<file path="src/rtl/seq_pkg.sv">
// Shared definitions for the sequence-detector test path: FSM encoding, default
// target pattern (also used by the detector FSM) and the stimulus LFSR polynomial.
package seq_pkg;

   typedef enum logic [1:0] {
      S_IDLE   = 2'd0,
      S_FILL   = 2'd1,
      S_INJECT = 2'd2,
      S_DONE   = 2'd3
   } seq_state_t;

   typedef struct packed {
      seq_state_t  state;
      logic [7:0]  cnt;
      logic [15:0] lfsr;
   } seq_dbg_t;

   localparam int                   DEF_PAT_W   = 4;
   localparam logic [DEF_PAT_W-1:0] DEF_PATTERN = 4'b1011;

   // x^16+x^14+x^13+x^11+1 as a right-shifting Fibonacci register: taps 0,2,3,5
   localparam logic [15:0] LFSR_TAPS = 16'h002D;

   function automatic logic [15:0] lfsr_advance(input logic [15:0] s);
      logic [15:0] n;
      n = {^(s & LFSR_TAPS), s[15:1]};
      return (n == 16'h0000) ? 16'h0001 : n;
   endfunction

endpackage

</file>
<file path="src/rtl/lfsr16.sv">
// 16-bit filler LFSR. lfsr_bit is the bit that would be emitted this cycle,
// already reflecting a same-cycle load so the first fill bit needs no bubble.
module lfsr16
   import seq_pkg::*;
#(
   parameter logic [15:0] RST_SEED = 16'hACE1
) (
   input  logic        clk,
   input  logic        rst,
   input  logic        load,
   input  logic [15:0] seed,
   input  logic        step,
   output logic        lfsr_bit,
   output logic [15:0] lfsr_state
);

   logic [15:0] cur;

   // All-zero is a lock-up state; substitute 1 wherever it could appear
   always_comb begin
      cur = load ? seed : lfsr_state;
      if (cur == 16'h0000) cur = 16'h0001;
   end

   assign lfsr_bit = cur[0];

   always_ff @(posedge clk or posedge rst) begin
      if (rst)              lfsr_state <= RST_SEED;
      else if (step)        lfsr_state <= lfsr_advance(cur);
      else if (load)        lfsr_state <= cur;
   end

endmodule

</file>
<file path="src/rtl/seq_injector.sv">
// Serial stimulus transmitter: pseudorandom filler with a target pattern injected
// n_inj times per frame, plus the golden detect strobe for the downstream checker.
module seq_injector
   import seq_pkg::*;
#(
   parameter int               PAT_W   = DEF_PAT_W,
   parameter logic [PAT_W-1:0] PATTERN = PAT_W'(DEF_PATTERN),
   parameter logic [15:0]      SEED    = 16'hACE1
) (
   input  logic       clk,
   input  logic       rst,
   input  logic       start,
   input  logic [7:0] gap_len,
   input  logic [7:0] n_inj,
   output logic       dout,
   output logic       dout_valid,
   output logic       exp_detect,
   output logic       busy,
   output logic       done,
   output logic [7:0] inj_count,
   output seq_dbg_t   dbg
);

   localparam int         IDX_W    = (PAT_W > 1) ? $clog2(PAT_W) : 1;
   localparam logic [7:0] LAST_PAT = 8'(PAT_W - 1);

   seq_state_t       state, next_state;
   logic [7:0]       cnt, cnt_n;
   logic [7:0]       gap_q, n_q;
   logic [PAT_W-2:0] hist;
   logic [PAT_W-1:0] win_n;
   logic [IDX_W-1:0] pat_idx;
   logic             start_ok, inj_last, lfsr_step, fill_bit;
   logic             dout_d, valid_d, busy_d, done_d;
   logic [15:0]      lfsr_state;

   lfsr16 #(.RST_SEED(SEED)) u_lfsr (
      .clk        (clk),
      .rst        (rst),
      .load       (start_ok),
      .seed       (SEED),
      .step       (lfsr_step),
      .lfsr_bit   (fill_bit),
      .lfsr_state (lfsr_state)
   );

   // State register: state names the phase of the bit currently on dout
   always_ff @(posedge clk or posedge rst) begin
      if (rst) state <= S_IDLE;
      else     state <= next_state;
   end

   always_comb begin
      next_state = state;
      cnt_n      = cnt;
      unique case (state)
         S_IDLE: begin
            if (start) begin
               cnt_n = 8'd0;
               if (n_inj == 8'd0)        next_state = S_DONE;
               else if (gap_len == 8'd0) next_state = S_INJECT;
               else                      next_state = S_FILL;
            end
         end
         S_FILL: begin
            if (cnt == gap_q - 8'd1) begin
               next_state = S_INJECT;
               cnt_n      = 8'd0;
            end else begin
               cnt_n = cnt + 8'd1;
            end
         end
         S_INJECT: begin
            if (cnt == LAST_PAT) begin
               cnt_n = 8'd0;
               if (inj_count + 8'd1 == n_q) next_state = S_DONE;
               else if (gap_q == 8'd0)      next_state = S_INJECT;
               else                         next_state = S_FILL;
            end else begin
               cnt_n = cnt + 8'd1;
            end
         end
         S_DONE:  next_state = S_IDLE;
         default: next_state = S_IDLE;
      endcase
   end

   // Output decode: computes next-cycle values so every output leaves a flop.
   // dout carries a stream bit only when dout_valid is high; there is no backpressure.
   always_comb begin
      start_ok  = (state == S_IDLE) && start;
      inj_last  = (state == S_INJECT) && (cnt == LAST_PAT);
      lfsr_step = (next_state == S_FILL);
      pat_idx   = IDX_W'(LAST_PAT) - IDX_W'(cnt_n);
      valid_d   = (next_state == S_FILL) || (next_state == S_INJECT);
      busy_d    = valid_d || start_ok;
      done_d    = (next_state == S_DONE);
      dout_d    = 1'b0;
      if (next_state == S_FILL)        dout_d = fill_bit;
      else if (next_state == S_INJECT) dout_d = PATTERN[pat_idx];
      win_n     = {hist, dout};
   end

   always_ff @(posedge clk or posedge rst) begin
      if (rst) begin
         cnt        <= 8'd0;
         gap_q      <= 8'd0;
         n_q        <= 8'd0;
         inj_count  <= 8'd0;
         hist       <= '0;
         dout       <= 1'b0;
         dout_valid <= 1'b0;
         exp_detect <= 1'b0;
         busy       <= 1'b0;
         done       <= 1'b0;
      end else begin
         cnt        <= cnt_n;
         dout       <= dout_d;
         dout_valid <= valid_d;
         busy       <= busy_d;
         done       <= done_d;
         if (start_ok) begin
            gap_q      <= gap_len;
            n_q        <= n_inj;
            inj_count  <= 8'd0;
            hist       <= '0;
            exp_detect <= 1'b0;
         end else begin
            if (inj_last)   inj_count <= inj_count + 8'd1;
            if (dout_valid) hist      <= win_n[PAT_W-2:0];
            // One cycle behind the completing bit, like a Moore detector
            exp_detect <= dout_valid && (win_n == PATTERN);
         end
      end
   end

   assign dbg.state = state;
   assign dbg.cnt   = cnt;
   assign dbg.lfsr  = lfsr_state;

endmodule

</file>
<file path="config.mk">
export PLATFORM = sky130hd
export DESIGN_NAME = seq_injector
export DESIGN_NICKNAME = d
export VERILOG_FILES = /design/src/rtl/seq_pkg.sv /design/src/rtl/lfsr16.sv /design/src/rtl/seq_injector.sv
export SDC_FILE = /design/constraint.sdc
export NUM_CORES = 1
export LEC_CHECK = 0
export CELL_PAD_IN_SITES_DETAIL_PLACEMENT = 0
export CELL_PAD_IN_SITES_GLOBAL_PLACEMENT = 1
export CORE_MARGIN = 4
export CORE_UTILIZATION = 41
export CTS_BUF_LIST = sky130_fd_sc_hd__clkbuf_16
export DETAILED_ROUTE_END_ITERATION = 6
export PLACE_DENSITY_LB_ADDON = 0.1
export SKIP_LAST_GASP = 1
export SLEW_MARGIN = 20
export SYNTH_ARGS = -nofsm -noshare
export SYNTH_HDL_FRONTEND = slang
export SYNTH_HIERARCHICAL = 1
export SYNTH_SLANG_ARGS = --single-unit
</file>
<file path="constraint.sdc">
create_clock -name clk -period 4.6 [get_ports clk]
set_input_delay 0.69 -clock clk [delete_from_list [all_inputs] [get_ports clk]]
set_output_delay 0.69 -clock clk [all_outputs]
set_load 0.02 [all_outputs]
</file>
# Word level (Yosys, flattened, before mapping)
# Index checks and enable logic that the tools add are counted.
# totals
wordCells,72
register_bits,58
inputBits,19
out_inout_bits,39
# classes
n_mux,26
reduce_logical,17
eq_ne,11
addsub,4
magnitude_cmp,1
# op_table
cell,count
16-bit 2-to-1 mux,5
8-bit 2-to-1 mux,5
16-bit logical NOT,2
8-bit logical NOT,3
8-bit case mux with 3 select lines,1
8-bit by 1-bit adder with 8-bit output (second input constant),2
8-bit equality test,2
16-bit XOR reduction,1
2-bit 2-to-1 mux,7
2-bit equality test (second input constant),4
8-bit by 2-bit equality test with 1-bit output (second input constant),1
2-bit case mux with 4 select lines,1
8-bit by 1-bit subtractor with 8-bit output (second input constant),1
3-bit 2-to-1 mux,2
2-bit nonzero test,3
2-bit by 1-bit equality test with 1-bit output (second input constant),2
4-bit equality test (second input constant),1
1-bit 2-to-1 mux,4
1-bit logical AND,3
2-bit by 3-bit < comparator with 1-bit output (second input constant),1
3-bit nonzero test,1
1-bit binary-select mux with 2-bit select,1
2-bit logical NOT,1
1-bit logical OR,2
other kinds (3),3

# Longest topological paths before layout
# depth
word_depth,9
ltp_mapped,13
ltp_nobuf,13

# Modules after synthesis
# Netlist, hierarchy kept.
# by_module_without_submodules
module,seq_area_each_um2,instances,area_each_um2,cells_each
seq_injector,1051.0,1,2496.1,282
lfsr16,410.4,1,1021.0,78

# Worst setup path after synthesis
# Ideal clock, no wire load.
# synth_path
kind,register to register
startpoint,register gap_q[0]
endpoint,register u_lfsr.lfsr_state[0]
path_buffers,2
t_required_ns,4.514
setup_ns,0.086
t_arrival_ns,3.176
setup_slack_ns,1.337
path_stages_with_launch,13
period_less_slack_ns,3.263
path_cell_list,dfrtp_1 inv_1 ha_1 nand2b_1 o211a_1 o31a_1 o41ai_4 o21ai_0 a21o_1 ha_1 buf_1 clkbuf_1 o31ai_2
# synth_between
elab_chain_cells,7
word_cells_on_any_way,11
classes_between,add/sub (1); eq/ne (2); mux (6); reduce/logical (2)
# synth_lines
item,line,rtl
start: declaration,seq_injector.sv:29,"logic [7:0] gap_q, n_q;"
start signal: assignment,seq_injector.sv:123,gap_q <= gap_len;
branches (longest 4 deep; another with 8-bit by 1-bit subtractor with 8-bit output),n/a,
2-bit case mux with 4 select lines *,seq_injector.sv:56,unique case (state)
via next_state[0],seq_injector.sv:27,"seq_state_t state, next_state;"
2-bit by 1-bit equality test with 1-bit output *,seq_injector.sv:93,lfsr_step = (next_state == S_FILL);
via lfsr_step,seq_injector.sv:33,"logic start_ok, inj_last, lfsr_step, fill_bit;"
16-bit 2-to-1 mux / 2-bit nonzero test (equally long branches),n/a,
end signal: assignment,lfsr16.sv:29,else if (step) lfsr_state <= lfsr_advance(cur);
end signal: assignment,lfsr16.sv:30,else if (load) lfsr_state <= cur;
end: declaration,lfsr16.sv:14,output logic [15:0] lfsr_state
# Mark *: on every way through the listed nets, which the timed path passes.
# A chain may end at the register's enable or synchronous reset.

# Worst setup path after layout
# layout_path
startpoint,register gap_q[0]
endpoint,register u_lfsr.lfsr_state[4]
# The elaborated chain is that of the path after synthesis.

==> reports/qor.yml <==
outcome: "complete, no violations"
critPathMaxFanout: 13
placed_area_sq_um: 4353
grtUsageTotal_pct: 17.70
wirelength_um: 8450
place_congestion: 0.8407
cp-end-kind: "flop"
start_util_pct: 42.38
synth.most_common_cell: "nand2_1"
synthAdderAreaFrac_pct: 2.490
synthTopCellsByArea: "dfrtp_1 36%, nand2_1 7.5%, mux4_2 6.4%"
synth_edf_count: 0
synthCells: 360
post-route-drc-count: 0
cts_tree: "built"
post_drt_wl_per_cell_um: 14.80
synthSimpleGateAreaFrac_pct: 22.02
reg2reg_depth: 12
synth.distinct_cells: 59
die_h_um: 100.6
syn_avg_cell_area_sq_um: 9.770
ys.flop_type: "dfrtp_1"
dp.cells: 555
synth_seq_cells: 58
period_minus_slack_ns: 3.597
cap_violations: 0
skew_ns: 0.005396
grt_max_degree: 28
worstMarginPinSlew_ns: 0.6920
ys_seq_area_share_pct: 41.55
synth_mux_area_share_pct: 10.53
cts_root_buf: "clkbuf_16"
final_cell_area_sq_um: 4681
grt_overflow: 0
critPathKind: "reg -> reg"
setup_viol: 0
antenna_found_initial: 0
diodes: 0
dieArea_sq_um: 10120
ys_warn_count: 6
hpwl_um: 6296
final_util_pct: 56.40
clockPowerShare_pct: 57.3
cts_made_buffers: 9
fillers: 774
drive_gt1_share_pct: 12.23
drt_iter0_drc: 134
peakVddDrop_v: 0.0001609
seqPwrFrac_pct: 39.9
hold_depth: 1
synth_common_cells: "70 x nand2_1, 50 x dfrtp_1, 21 x nor2_1"
ctsLongestPathBuffers: 2
coreArea_sq_um: 8299
ant_nets: 0
cts_hold_buf: 0
cp.arrival_ns: 3.80
fmax_ghz: 0.2780
combPwrFrac_pct: 2.8
clk_pin_slew_ns: 0.06
post-synth-top-area-fraction_pct: 35.57
synth_largest_area_cell: "dfrtp_1"
first_global_vias: 2839
port_buffers: 57
htreeDepth: 3
startpoint_type: "flop"
p_switching_mw: 0.2746
grt_pass1_wl_um: 14130
clk_latency_ns: 0.33
num_rows: 33
final_nets: 487
clock-sinks: 58
drtPass1Iterations: 4
synth_area_sq_um: 3517
via_per_inst: 5.070
fin_tns_setup_ns: 0
pin_count: 58
via_count: 2895
ctsResizeCount: 0
die_w_um: 100.6
cellInternalPower_mw: 1.005
hold_viol: 0
stdcell_count: 571
power_density_nw_per_um2: 273.4
grt_setup_unrepaired: "no"
synth-xor-area-share_pct: 8.075
synth_top_family_by_area: "simple AND/OR/NAND/NOR gates"
syn_to_final_growth_pct: 33.08
worst_ep_required_time_ns: 4.80
synth_compound_area_share_pct: 11.88
async_flop_share_pct: 100.0
postCtsSetupBuffers: 0
p_leak_nw: 2.084
hp-class: "reg -> reg"
finalCritPeriodShare_pct: 78.19
switching_share_pct: 21.45
slew_violations: 0
relSlewSlack_pct: 53.55
[cells by family after synthesis]
group / count (synthesis)
AND/OR/NAND/NOR: 159
multiplexers: 24
flip-flops: 58
AO/OA/AOI/OAI: 57
buffers and inverters: 27
XOR/XNOR: 26
adder cells (fa/ha/maj): 7
other: 2
[registers in the layout (all words and copies together) (netlist names)]
register,count
gap_q,8
done,1
exp_detect,1
dout_valid,1
u_lfsr/lfsr_state,16
state,2
busy,1
n_q,8
cnt,8
dout,1
hist,3
inj_count,8
[final cells by class]
cell class / instances / area, sq um / share of cell area [%]
well taps: 105 / 131.4 / 2.807
flip-flops and latches: 58 / 1461 / 31.22
clock inverters: 7 / 102.6 / 2.192
multi-input cells: 317 / 2100 / 44.85
clock buffers: 9 / 225.2 / 4.812
inverters: 12 / 45.04 / 0.9623
repair buffers: 63 / 615.6 / 13.15
[power by group through the flow]
| stage | sequential, mW | combinational, mW | clock, mW |
|---|---|---|---|
| after CTS | 0.511 | 0.0363 | 0.746 |
| after floorplan | 0.520 | 0.0138 | 0 |
| after detailed placement | 0.520 | 0.0362 | 0 |
| after global placement | 0.520 | 0.0362 | 0 |
| after global routing | 0.510 | 0.0416 | 0.768 |
| final | 0.511 | 0.0359 | 0.733 |
[stage by stage]
step | setup WS, ns | hold slack (ns) | total power, mW
final | 1.003 | 0.4679 | 1.280
after global routing | 0.7404 | 0.5108 | 1.320
after CTS | 1.015 | 0.4746 | 1.293
after detailed placement | 1.047 | 0.4600 | 0.5558
after global placement | 1.130 | 0.4521 | 0.5558
after floorplan | 1.337 | 0.4297 | 0.5334
[layout by cell type, fill, tap and decap left out, types with 9 or more instances in the layout]
cell type         n
nor3_1           13
nand2_1          70
nor2_1           21
inv_1             9
mux2i_1          12
xnor2_1          15
a21oi_1          10
conb_1           44
mux4_2           10
dfrtp_1          50
clkbuf_16         9
o21ai_0          17
clkdlybuf4s50_1  57
nand3_1          12
[critical path, cell delays in order, from the launching register on]
cell	delay (ns)
dfrtp_1	0.41
inv_1	0.10
ha_1	0.25
nand2b_1	0.18
o211a_1	0.14
o31a_1	0.30
o41ai_4	0.62
o21ai_0	0.26
a21o_1	0.24
ha_1	0.42
buf_4	0.29
a211oi_1	0.21
a21oi_1	0.06
[layer usage]
metal	vias to the layer above	share of wire, %	track usage [%]
met3	11	3.5	2.768
li1	1445	-	-
met5	-	0	0
met2	53	49	29.72
met1	1386	46	22.91
met4	0	1.4	6.839
[path summary, 6_finish.rpt]
kind | slack, ns | startpoint | end
max | 1.00 | gap_q[0] | u_lfsr/lfsr_state[4]
max in group asynchronous | 3.17 | rst | state[0]
min reg2reg | 0.47 | hist[1] | exp_detect
max reg2reg | 1.00 | gap_q[0] | u_lfsr/lfsr_state[4]
min in group asynchronous | 0.78 | rst | u_lfsr/lfsr_state[2]
min | 0.47 | hist[1] | exp_detect
(Power assumes the default switching activity.)
